`src/rtl/hsid_min_max_sel.sv`:
```
// Running minimum / maximum selector over the final accumulated distances of a
// library scan; reports the best and worst matching library entry with a done pulse.
module hsid_min_max_sel #(
    parameter int DATA_WIDTH_ACC    = 32,
    parameter int HSP_LIBRARY_WIDTH = 8
) (
    input  logic                         clk,
    input  logic                         rst,
    input  logic                         start,
    input  logic [HSP_LIBRARY_WIDTH-1:0] library_size,
    input  logic                         acc_valid,
    input  logic [DATA_WIDTH_ACC-1:0]    acc_value,
    input  logic                         acc_last,
    input  logic [HSP_LIBRARY_WIDTH-1:0] acc_ref,
    output logic                         busy,
    output logic                         done,
    output logic [DATA_WIDTH_ACC-1:0]    min_value,
    output logic [HSP_LIBRARY_WIDTH-1:0] min_ref,
    output logic [DATA_WIDTH_ACC-1:0]    max_value,
    output logic [HSP_LIBRARY_WIDTH-1:0] max_ref,
    output logic [HSP_LIBRARY_WIDTH-1:0] entry_count,
    output logic                         error
);

    typedef enum logic [1:0] {
        IDLE,
        RUN,
        DONE
    } state_t;

    localparam logic [HSP_LIBRARY_WIDTH-1:0] COUNT_ONE = 1;

    state_t                         state;
    logic [HSP_LIBRARY_WIDTH-1:0]   library_size_q;
    logic                           final_beat;
    logic [HSP_LIBRARY_WIDTH-1:0]   count_next;

    assign final_beat = acc_valid & acc_last;
    assign count_next = entry_count + COUNT_ONE;

    // Min starts at all ones and max at zero so the first entry loads both
    // through the ordinary strict comparisons; ties keep the earlier reference.
    always_ff @(posedge clk) begin
        if (rst) begin
            state          <= IDLE;
            library_size_q <= '0;
            busy           <= 1'b0;
            done           <= 1'b0;
            min_value      <= '1;
            min_ref        <= '0;
            max_value      <= '0;
            max_ref        <= '0;
            entry_count    <= '0;
            error          <= 1'b0;
        end else begin
            case (state)
                IDLE, DONE: begin
                    done <= 1'b0;
                    if (start) begin
                        library_size_q <= library_size;
                        entry_count    <= '0;
                        error          <= 1'b0;
                        min_value      <= '1;
                        min_ref        <= '0;
                        max_value      <= '0;
                        max_ref        <= '0;
                        if (library_size == '0) begin
                            state <= DONE;
                            done  <= 1'b1;
                            busy  <= 1'b0;
                        end else begin
                            state <= RUN;
                            busy  <= 1'b1;
                        end
                    end else begin
                        state <= IDLE;
                        busy  <= 1'b0;
                        if (final_beat) begin
                            error <= 1'b1;
                        end
                    end
                end

                RUN: begin
                    if (final_beat) begin
                        entry_count <= count_next;
                        if (acc_value < min_value) begin
                            min_value <= acc_value;
                            min_ref   <= acc_ref;
                        end
                        if (acc_value > max_value) begin
                            max_value <= acc_value;
                            max_ref   <= acc_ref;
                        end
                        // Leaving RUN here means a surplus final beat lands in
                        // IDLE/DONE and is flagged instead of wrapping the count.
                        if (count_next == library_size_q) begin
                            state <= DONE;
                            done  <= 1'b1;
                            busy  <= 1'b0;
                        end
                    end
                end

                default: begin
                    state <= IDLE;
                    busy  <= 1'b0;
                    done  <= 1'b0;
                end
            endcase
        end
    end

endmodule

```
`config.mk`:
```
export PLATFORM = sky130hd
export DESIGN_NAME = hsid_min_max_sel
export DESIGN_NICKNAME = d
export VERILOG_FILES = /design/src/rtl/hsid_min_max_sel.sv
export SDC_FILE = /design/constraint.sdc
export NUM_CORES = 1
export LEC_CHECK = 0
export ABC_CLOCK_PERIOD_IN_PS = 2840
export CELL_PAD_IN_SITES_DETAIL_PLACEMENT = 0
export CELL_PAD_IN_SITES_GLOBAL_PLACEMENT = 2
export CORE_MARGIN = 10
export CORE_UTILIZATION = 30
export DETAILED_ROUTE_END_ITERATION = 8
export PLACE_DENSITY_LB_ADDON = 0.1
export SLEW_MARGIN = 15
export SYNTH_ARGS = -nofsm -noshare
export SYNTH_HDL_FRONTEND = slang
export SYNTH_SLANG_ARGS = --single-unit
```
`constraint.sdc`:
```
create_clock -name clk -period 2.84 [get_ports clk]
set_input_delay 0.284 -clock clk [delete_from_list [all_inputs] [get_ports clk]]
set_output_delay 0.284 -clock clk [all_outputs]
set_load 0.03 [all_outputs]
```
==> results.cfg, run 1 <==
[pwr]
worst_ir_drop_vdd_mv = 0.295
pwr_density_cell_nw_per_um2 = 389
p_seq_share_pct = 43.5
clkPwrFrac_pct = 35.9
finalPower_mw = 3.35
switchingPower_mw = 1.03
switching_share_pct = 30.8
leakage_nw = 3.66
p_int_mw = 2.32
power.share.combinational_pct = 20.6

[critical_path]
reg2reg_depth = 10
timing.rr.end = min_ref[5]$_SDFFE_PP0P_
crit_chain = inv_1 > ha_1 > nand4_1 > nor4_1 > a32o_1 > o211ai_2 > nor4b_4 > buf_12 > buf_12 > o22ai_1
crit_buf_inv = 3
crit_path_top_delay_cell = nor4_1
r2r-start = min_value[15]$_SDFFE_PP1P_
cp.required_ns = 3.12
critical_path_class = reg -> reg
crit_top_cell = buf_12
cp-end-kind = flop
critPathTopFamily = simple AND/OR/NAND/NOR gates
worstPathArrival_ns = 2.88
crit_fanout = 33
slowest_delay_ns = 0.42
cp-start-kind = flop
r2r_setup_slack_ns = 0.24

[route]
wl_per_cell_um = 18.3
dr_total_vias = 6142
drc = 0
avgViaCountPerCell = 5.20
wirelength_mm = 21.6
postRouteAntennaNets = 0
drtIter0Drc = 362
drtPass1Iterations = 5

[sta]
rsz0062_at_grt = no
fin_skew_ns = 0.00805
holdWs_ns = 0.469
finalMaxSlewViolations = 0
final.period_utilization_pct = 91.6
setup_slack_ns = 0.238
setup_viol = 0
fin_crit_ns = 2.60
max_slew_margin_pct = 61.0
fmax_mhz = 384
worst_slew_pin_slew_ns = 0.581
hold_violations = 0

[cts]
cts_tree = yes
clkSinkCount = 99
postCtsHoldBufs = 0
clock_path_buffers = 2
clk_pin_slew_ns = 0.07
clockRootBuffer = clkbuf_16
clk_latency_ns = 0.36
cts_post_setup_buffers_inserted = 0
cts_resized = 0
htreeDepth = 3
cts_buffers = 9

[synthesis]
syn_nets = 863
syn_area_per_cell_um2 = 8.44
syn-cell-area_um2 = 6290
async_flop_share_pct = 0
synth_edf_count = 0
yosysTopAreaCell = dfxtp_1
synth_cell_types = 47
synth_ff_type = dfxtp_1
synth_top_area_share_pct = 31.5
seq_area_frac_synth_pct = 31.5
synthTopCellsByArea = dfxtp_1 31%, ha_1 13%, and4_1 6.0%, inv_1 5.1%, nand2_1 4.9%
synth_seq_cells = 99
ys_warn_count = 0
synthCells = 746

[place]
gp_congestion = 0.794
place_ws_ns = -0.115
port_buffers = 143
place_hpwl_mm = 16.2

[floorplan]
start_util_pct = 30.8
io_pins = 144
die-area_um2 = 27200
rows = 52
die_x_um = 165
die_y_um = 165
core_um2 = 20400

[grt]
antenna_found_initial = 0
overflow = 0
grt_pass1_vias = 6166
grt_util_all_layers_pct = 15.8
grt_max_degree = 57
grt_pass1_wl_mm = 34.2

[finish]
fin_nets = 1024
fillCellCount = 2058
antenna_cells = 0
syn2layout_area_growth_pct = 36.9
drive_gt1_share_pct = 9.43

[hold_path]
hold_path.class = reg -> reg
hp-start = min_ref[0]$_SDFFE_PP0P_
holdPathStages = 2
holdPathEnd = min_ref[0]$_SDFFE_PP0P_

[run]
maxCapViolCount = 0

[status]
status = complete, no violations
==> cells by family (layout without fill, tap and decap cells) <==
| family | Yosys count | count (layout) | share of synthesized area, % |
|---|---|---|---|
| simple gates | 235 | 235 | 21.6 |
| xor+xnor | 14 | 14 | 1.95 |
| compound gates | 195 | 195 | 22.9 |
| fa+ha+maj | 64 | 64 | 12.7 |
| buf+inv | 139 | 305 | 9.34 |
| flops | 99 | 99 | 31.5 |
==> cells in the mapped netlist (all sizes together), types with 2 or more instances <==
cell type	n
and2	2
nor2b	5
clkbuf	41
nand2b	3
and4	43
o21ai	10
a2111o	3
nor3	6
dfxtp	99
a21o	5
nand4	15
o22a	32
xor2	6
and3	41
ha	64
o311ai	31
or3	2
a22o	2
o211ai	12
o21a	3
a21oi	39
nor4	6
xnor2	8
inv	85
nor2	17
a31oi	4
a22oi	40
a221oi	2
buf	13
nand3	10
nand2	83
o22ai	8
==> worst register-to-register path, cell delays in order (launching register included) <==
cell and delay [ns]:
dfxtp_1 0.36, inv_1 0.06, ha_1 0.29, nand4_1 0.27
nor4_1 0.42, a32o_1 0.35, o211ai_2 0.10, nor4b_4 0.17
buf_12 0.20, buf_12 0.16, o22ai_1 0.15
==> worst max-delay path by stage <==
stage | start | to | slack [ns] | cells past startpoint
global route | min_value[15]$_SDFFE_PP1P_ | min_ref[5]$_SDFFE_PP0P_ | 0.1 | 10
global placement | acc_value[26] | max_ref[1]$_SDFFE_PP0P_ | -0.05 | 9
CTS | min_value[14]$_SDFFE_PP1P_ | min_ref[5]$_SDFFE_PP0P_ | 0.22 | 10
detailed placement | acc_value[15] | min_ref[5]$_SDFFE_PP0P_ | -0.12 | 10
finish | min_value[15]$_SDFFE_PP1P_ | min_ref[5]$_SDFFE_PP0P_ | 0.24 | 10
floorplan | max_value[30]$_SDFFE_PP0P_ | max_value[22]$_SDFFE_PP0P_ | 0.33 | 9
==> layout by cell type (no fill, tap or decap), drive strengths merged, types with 9 or more instances in the layout <==
cell and n:
o21ai 10, a22oi 40, dfxtp 99, clkdlybuf4s50 143
inv 88, ha 64, clkbuf 9, nand2 83
and4 43, o211ai 12, buf 61, o311ai 31
and3 41, nand4 15, nor2 17, nand3 10
o22a 32, a21oi 39
==> per-stage QoR <==
step	TNS (ns)	cell area [um^2]	std cells	utilization (%)
after floorplan	0	6290	746	-
after global placement	-1.29	8340	1166	40.8
after detailed placement	-4.32	8340	1166	40.8
after CTS	0	8620	1182	42.2
after global routing	0	8620	1182	42.2
final	0	8620	1182	42.2
==> metal layers <==
layer  track usage, %  vias to the layer above  wire length, um
met2             26.3                      141            10300
met3             3.73                       12             1080
li1                 -                     3087                -
met1             20.0                     2902            10100
met4             3.82                        0              193
met5                0                        -                0
==> registers in the layout, indices dropped and copies added (netlist names) <==
name / cells
min_value: 32
max_value: 32
busy: 1
error: 1
max_ref: 8
entry_count: 8
min_ref: 8
library_size_q: 8
done: 1
==> power groups by stage <==
stage | clock [mW] | combinational [mW] | sequential (mW)
2_1_floorplan | 0 | 0.302 | 1.54
3_3_place_gp | 0 | 0.686 | 1.49
3_5_place_dp | 0 | 0.692 | 1.49
6_report | 1.20 | 0.691 | 1.46
5_1_grt | 1.29 | 0.756 | 1.46
4_1_cts | 1.25 | 0.696 | 1.46
==> area by class of cell <==
| cell class | count | area, um^2 | area share, % |
|---|---|---|---|
| clock inverters | 7 | 51.3 | 0.595 |
| repair buffers | 204 | 1960 | 22.8 |
| multi-input cells | 508 | 3740 | 43.4 |
| flip-flops and latches | 99 | 1980 | 23.0 |
| well taps | 270 | 338 | 3.92 |
| clock buffers | 9 | 225 | 2.61 |
| inverters | 85 | 319 | 3.70 |
(Power assumes the default switching activity.)
==> inputs of run 2 (changes only) <==
--- a/config.mk
+++ b/config.mk
@@ -11,7 +11,7 @@
 export CORE_MARGIN = 10
 export CORE_UTILIZATION = 30
 export DETAILED_ROUTE_END_ITERATION = 8
-export PLACE_DENSITY_LB_ADDON = 0.1
+export PLACE_DENSITY = 0.78
 export SLEW_MARGIN = 15
 export SYNTH_ARGS = -nofsm -noshare
 export SYNTH_HDL_FRONTEND = slang
==> run 2 against run 1 <==
Effect of this change:
- flip-flop and latch count is the same
- maximum frequency shrank 0.86%
- first-iteration DRC count shrank 7.2%
- global-route usage grew 0.31 points
- worst setup slack lost 0.022 ns
- largest cell class unchanged
- clock-buffer cell count is the same
- utilization shrank 0.31 points
- total power grew 0.54%
- sequential power is essentially flat
==> results.cfg, run 2 (synthesized netlist as in run 1, its figures left out) <==
[hold_path]
hold_path.class = reg -> reg

[finish]
drive_gt1_share_pct = 8.63
fillCellCount = 2029
largest_registers = max_value: 32 flops, min_value: 32 flops
postLayoutCellArea_um2 = 8560
antenna_cells = 0
syn2layout_area_growth_pct = 35.9
final_common_cell = clkdlybuf4s50_1
fin_nets = 1016
layout_common_cells = 143 x clkdlybuf4s50_1, 99 x dfxtp_1, 85 x inv_1
instances_no_fill = 1174

[floorplan]
start_util_pct = 30.8
die-area_um2 = 27200
rows = 52
core_um2 = 20400
die_x_um = 165
io_pins = 144
die_y_um = 165

[sta]
final.period_utilization_pct = 92.4
fin_crit_ns = 2.62
max_slew_margin_pct = 65.1
hold_violations = 0
fin_skew_ns = 0.00751
fmax_mhz = 381
rsz0062_at_grt = no
setup_viol = 0
worst_slew_pin_slew_ns = 0.519
finalMaxSlewViolations = 0

[cts]
cts_tree = yes
clock_path_buffers = 2
cts_buffers = 9
cts_post_setup_buffers_inserted = 0
clk_pin_slew_ns = 0.07
clkSinkCount = 99
postCtsHoldBufs = 0
htreeDepth = 3
clockRootBuffer = clkbuf_16
clk_latency_ns = 0.36
cts_resized = 0

[route]
drtPass1Iterations = 5
postRouteAntennaNets = 0
avgViaCountPerCell = 5.32
drtIter0Drc = 336
wirelength_mm = 22.2
dr_total_vias = 6245
drc = 0
wl_per_cell_um = 18.9

[critical_path]
worstPathArrival_ns = 2.93
cp.required_ns = 3.14
critical_path_class = in -> reg
crit_chain = clkdlybuf4s50_1 > ha_1 > and4_1 > a221oi_1 > nor4_1 > nor4b_4 > buf_4 > o22a_1
crit_fanout = 21
cp-start-kind = input port
cp-end-kind = flop
slowest_delay_ns = 0.53
crit_path_top_delay_cell = clkdlybuf4s50_1

[grt]
grt_busiest_layer = met2
grt_pass1_vias = 6326
grtUsageMet2_pct = 26.3
antenna_found_initial = 0
grt_max_degree = 41
grt_use_met1_pct = 20.2
grt_util_all_layers_pct = 16.1
overflow = 0
use_met3_pct = 3.39
grt_pass1_wl_mm = 34.8

[pwr]
worst_ir_drop_vdd_mv = 0.323
leakage_nw = 3.61
pwr_density_cell_nw_per_um2 = 394
finalPower_mw = 3.37

[place]
dpl_cell_area_um2 = 8270
dp_cells = 1158
port_buffers = 143
gp_congestion = 0.832
place_hpwl_mm = 16.9

[run]
maxCapViolCount = 0

[status]
status = complete, no violations
==> run 2: cell count changes in the layout (fill, tap and decap cells not counted) <==
cell	delta
clkinv_2	-2
buf_4	-7
clkinv_4	+3
inv_8	+1
buf_12	-1
inv_6	-2
==> run 2: worst paths after layout <==
path	start	endpoint	slack, ns	cells past startpoint
max	acc_value[22]	min_value[25]$_SDFFE_PP1P_	0.22	8
min	min_ref[3]$_SDFFE_PP0P_	min_ref[3]$_SDFFE_PP0P_	0.47	2
max reg2reg	min_value[19]$_SDFFE_PP1P_	min_value[25]$_SDFFE_PP1P_	0.24	9
min reg2reg	min_ref[3]$_SDFFE_PP0P_	min_ref[3]$_SDFFE_PP0P_	0.47	2
==> run 2: power breakdown <==
| group | total [mW] | internal (mW) | leakage (nW) | switching (mW) |
|---|---|---|---|---|
| combinational | 0.690 | 0.289 | 2.68 | 0.401 |
| clock | 1.22 | 0.609 | 0.134 | 0.614 |
| sequential | 1.46 | 1.43 | 0.803 | 0.0323 |
| total | 3.37 | 2.32 | 3.61 | 1.05 |
==> run 2: layout make-up <==
type,count,area [um^2],share of cell area [%]
multi-input combinational,508,3740,43.7
clock buffer,9,225,2.63
sequential,99,1980,23.2
clock inverter,7,61.3,0.716
timing repair buffer,196,1890,22.1
tap,270,338,3.95
inverter,85,319,3.73
==> run 2: routing by layer <==
| layer | up-vias | part of all wire (%) |
|---|---|---|
| met5 | - | 0 |
| li1 | 3071 | - |
| met3 | 31 | 5.5 |
| met2 | 177 | 46 |
| met4 | 0 | 2.6 |
| met1 | 2966 | 46 |
==> run 2: worst max-delay path: cells and delay by family <==
kind / cells / cell delay [ns]
fa+ha+maj: 1 / 0.38
compound gates: 2 / 0.69
buf+inv: 2 / 0.87
simple gates: 3 / 0.70
==> run 2: metrics by stage <==
step | TNS, ns | setup WS [ns] | utilization, % | hold slack, ns
finish | 0 | 0.216 | 41.9 | 0.472
global route | 0 | 0.0355 | 41.9 | 0.491
CTS | 0 | 0.200 | 41.9 | 0.475
detailed placement | -6.69 | -0.156 | 40.5 | 0.464
global placement | -5.21 | -0.157 | 40.5 | 0.458
floorplan | 0 | 0.334 | - | 0.403
==> inputs of run 3 (changes only) <==
--- a/config.mk
+++ b/config.mk
@@ -5,13 +5,12 @@
 export SDC_FILE = /design/constraint.sdc
 export NUM_CORES = 1
 export LEC_CHECK = 0
-export ABC_CLOCK_PERIOD_IN_PS = 2840
 export CELL_PAD_IN_SITES_DETAIL_PLACEMENT = 0
 export CELL_PAD_IN_SITES_GLOBAL_PLACEMENT = 2
 export CORE_MARGIN = 10
 export CORE_UTILIZATION = 30
 export DETAILED_ROUTE_END_ITERATION = 8
-export PLACE_DENSITY = 0.78
+export PLACE_DENSITY_LB_ADDON = 0.08
 export SLEW_MARGIN = 15
 export SYNTH_ARGS = -nofsm -noshare
 export SYNTH_HDL_FRONTEND = slang
==> run 3 against run 2 <==
Effect of this change:
- worst setup slack worse by 0.0073 ns
- hold slack lost 0.00090 ns
- clock skew rose by 0.0016 ns
- maximum frequency decreased by 0.28%
- global-route usage fell by 0.24 points
- non-clock buffer count increased by 2
- largest cell class unchanged
- largest power group unchanged
- highest routed layer unchanged
==> results.cfg, run 3 (synthesized netlist as in run 1, its figures left out) <==
[status]
status = complete, no violations

[hold_path]
hp-start = min_ref[1]$_SDFFE_PP0P_
holdPathStages = 2
hold_path.class = reg -> reg
holdPathEnd = min_ref[1]$_SDFFE_PP0P_

[route]
drtPass1Iterations = 4
wirelength_mm = 21.9
wl_per_cell_um = 18.6
drc = 0
postRouteAntennaNets = 0
avgViaCountPerCell = 5.21
dr_total_vias = 6130
drtIter0Drc = 250

[grt]
grt_max_degree = 65
grt_pass1_vias = 6194
grt_util_all_layers_pct = 15.8
grt_busiest_layer = met2
overflow = 0
grt_use_met1_pct = 20.2
grtUsageMet2_pct = 26.3
use_met3_pct = 3.88
antenna_found_initial = 0
grt_pass1_wl_mm = 34.1

[cts]
htreeDepth = 3
cts_buffers = 9
cts_tree = yes
clk_pin_slew_ns = 0.07
cts_post_setup_buffers_inserted = 0
cts_resized = 0
clock_path_buffers = 2
clk_latency_ns = 0.35
clkSinkCount = 99
postCtsHoldBufs = 0
clockRootBuffer = clkbuf_16

[sta]
hold_violations = 0
worst_slew_pin_slew_ns = 0.693
final.period_utilization_pct = 92.7
holdWs_ns = 0.471
setup_viol = 0
fin_crit_ns = 2.63
finalMaxSlewViolations = 0
max_slew_margin_pct = 53.4
rsz0062_at_grt = no
fmax_mhz = 380
fin_skew_ns = 0.00912

[critical_path]
worstPathArrival_ns = 2.84
critical_path_class = reg -> reg
crit_fanout = 26
cp-end-kind = flop
cp-start-kind = flop
cp.required_ns = 3.05
r2r_setup_slack_ns = 0.21
crit_start = max_value[19]$_SDFFE_PP0P_
r2r-start = max_value[19]$_SDFFE_PP0P_
timing.rr.end = max_ref[4]$_SDFFE_PP0P_
reg2reg_depth = 9

[floorplan]
die_x_um = 165
rows = 52
core_um2 = 20400
start_util_pct = 30.8
die_y_um = 165
io_pins = 144
die-area_um2 = 27200

[pwr]
leakage_nw = 3.63
finalPower_mw = 3.41
worst_ir_drop_vdd_mv = 0.253
pwr_density_cell_nw_per_um2 = 398

[finish]
fillCellCount = 2080
layout_common_cells = 143 x clkdlybuf4s50_1, 99 x dfxtp_1, 85 x inv_1
syn2layout_area_growth_pct = 36.1
antenna_cells = 0
drive_gt1_share_pct = 8.72
multi_input_area_um2 = 3740
regArea_um2 = 1980
largest_registers = max_value: 32 flops, min_value: 32 flops
fin_nets = 1018
final_common_cell = clkdlybuf4s50_1

[place]
place_hpwl_mm = 16.4
gp_congestion = 0.778
port_buffers = 143

[run]
maxCapViolCount = 0
-- run 3: cell count changes in the layout (fill, tap and decap cells not counted) --
| cell | before | now |
|---|---|---|
| inv_8 | 1 | 0 |
| clkinvlp_4 | 2 | 1 |
| clkbuf_1 | 0 | 1 |
| buf_12 | 5 | 4 |
| clkbuf_8 | 0 | 1 |
| clkinv_4 | 3 | 0 |
| inv_6 | 1 | 0 |
| clkinv_2 | 0 | 3 |
| buf_4 | 48 | 51 |
| bufinv_16 | 0 | 1 |
-- run 3: critical path, cell delays in order (launching register included) --
cell and delay, ns:
dfxtp_1 0.42, inv_1 0.09, ha_1 0.31, a21oi_1 0.16
o21a_1 0.19, o21ai_0 0.11, a2111o_1 0.48, buf_4 0.26
a22oi_1 0.31, o211ai_1 0.15
-- run 3: cell type report --
class                           count  share of cell area, %
Multi-Input combinational cell    508                   43.6
Inverter                           85                   3.72
Timing Repair Buffer              198                   22.1
Clock buffer                       11                   2.83
Sequential cell                    99                   23.1
Tap cell                          270                   3.94
Clock inverter                      5                  0.613
-- run 3: routing by layer --
metal  vias up  share of wire [%]
li1       3072                  -
met1      2896                 46
met2       142                 47
met3        20                5.8
met4         0                1.4
met5         -                  0
-- run 3: metrics by stage --
step | instances | setup WS, ns | cell area [um^2] | setup TNS, ns | util (%)
after floorplan | 746 | 0.334 | 6290 | 0 | -
after global placement | 1160 | -0.0640 | 8270 | -2.38 | 40.5
after detailed placement | 1160 | -0.0896 | 8270 | -2.93 | 40.5
after CTS | 1176 | 0.254 | 8570 | 0 | 41.9
after global routing | 1176 | 0.0534 | 8570 | 0 | 41.9
final | 1176 | 0.209 | 8570 | 0 | 41.9
-- run 3: where the power goes --
part           switching [mW]  total [mW]  internal, mW  leakage [nW]
sequential             0.0328        1.46          1.43         0.803
clock                   0.564        1.27         0.704         0.145
combinational           0.401       0.686         0.286          2.68
-- run 3: how the worst max path moves through the flow --
stage | cells after the start | endpoint | slack (ns)
2_1_floorplan | 9 | max_value[22]$_SDFFE_PP0P_ | 0.33
3_3_place_gp | 9 | max_ref[4]$_SDFFE_PP0P_ | -0.06
3_5_place_dp | 9 | min_value[10]$_SDFFE_PP1P_ | -0.09
4_1_cts | 9 | max_ref[4]$_SDFFE_PP0P_ | 0.25
5_1_grt | 9 | max_ref[4]$_SDFFE_PP0P_ | 0.05
6_report | 9 | max_ref[4]$_SDFFE_PP0P_ | 0.21
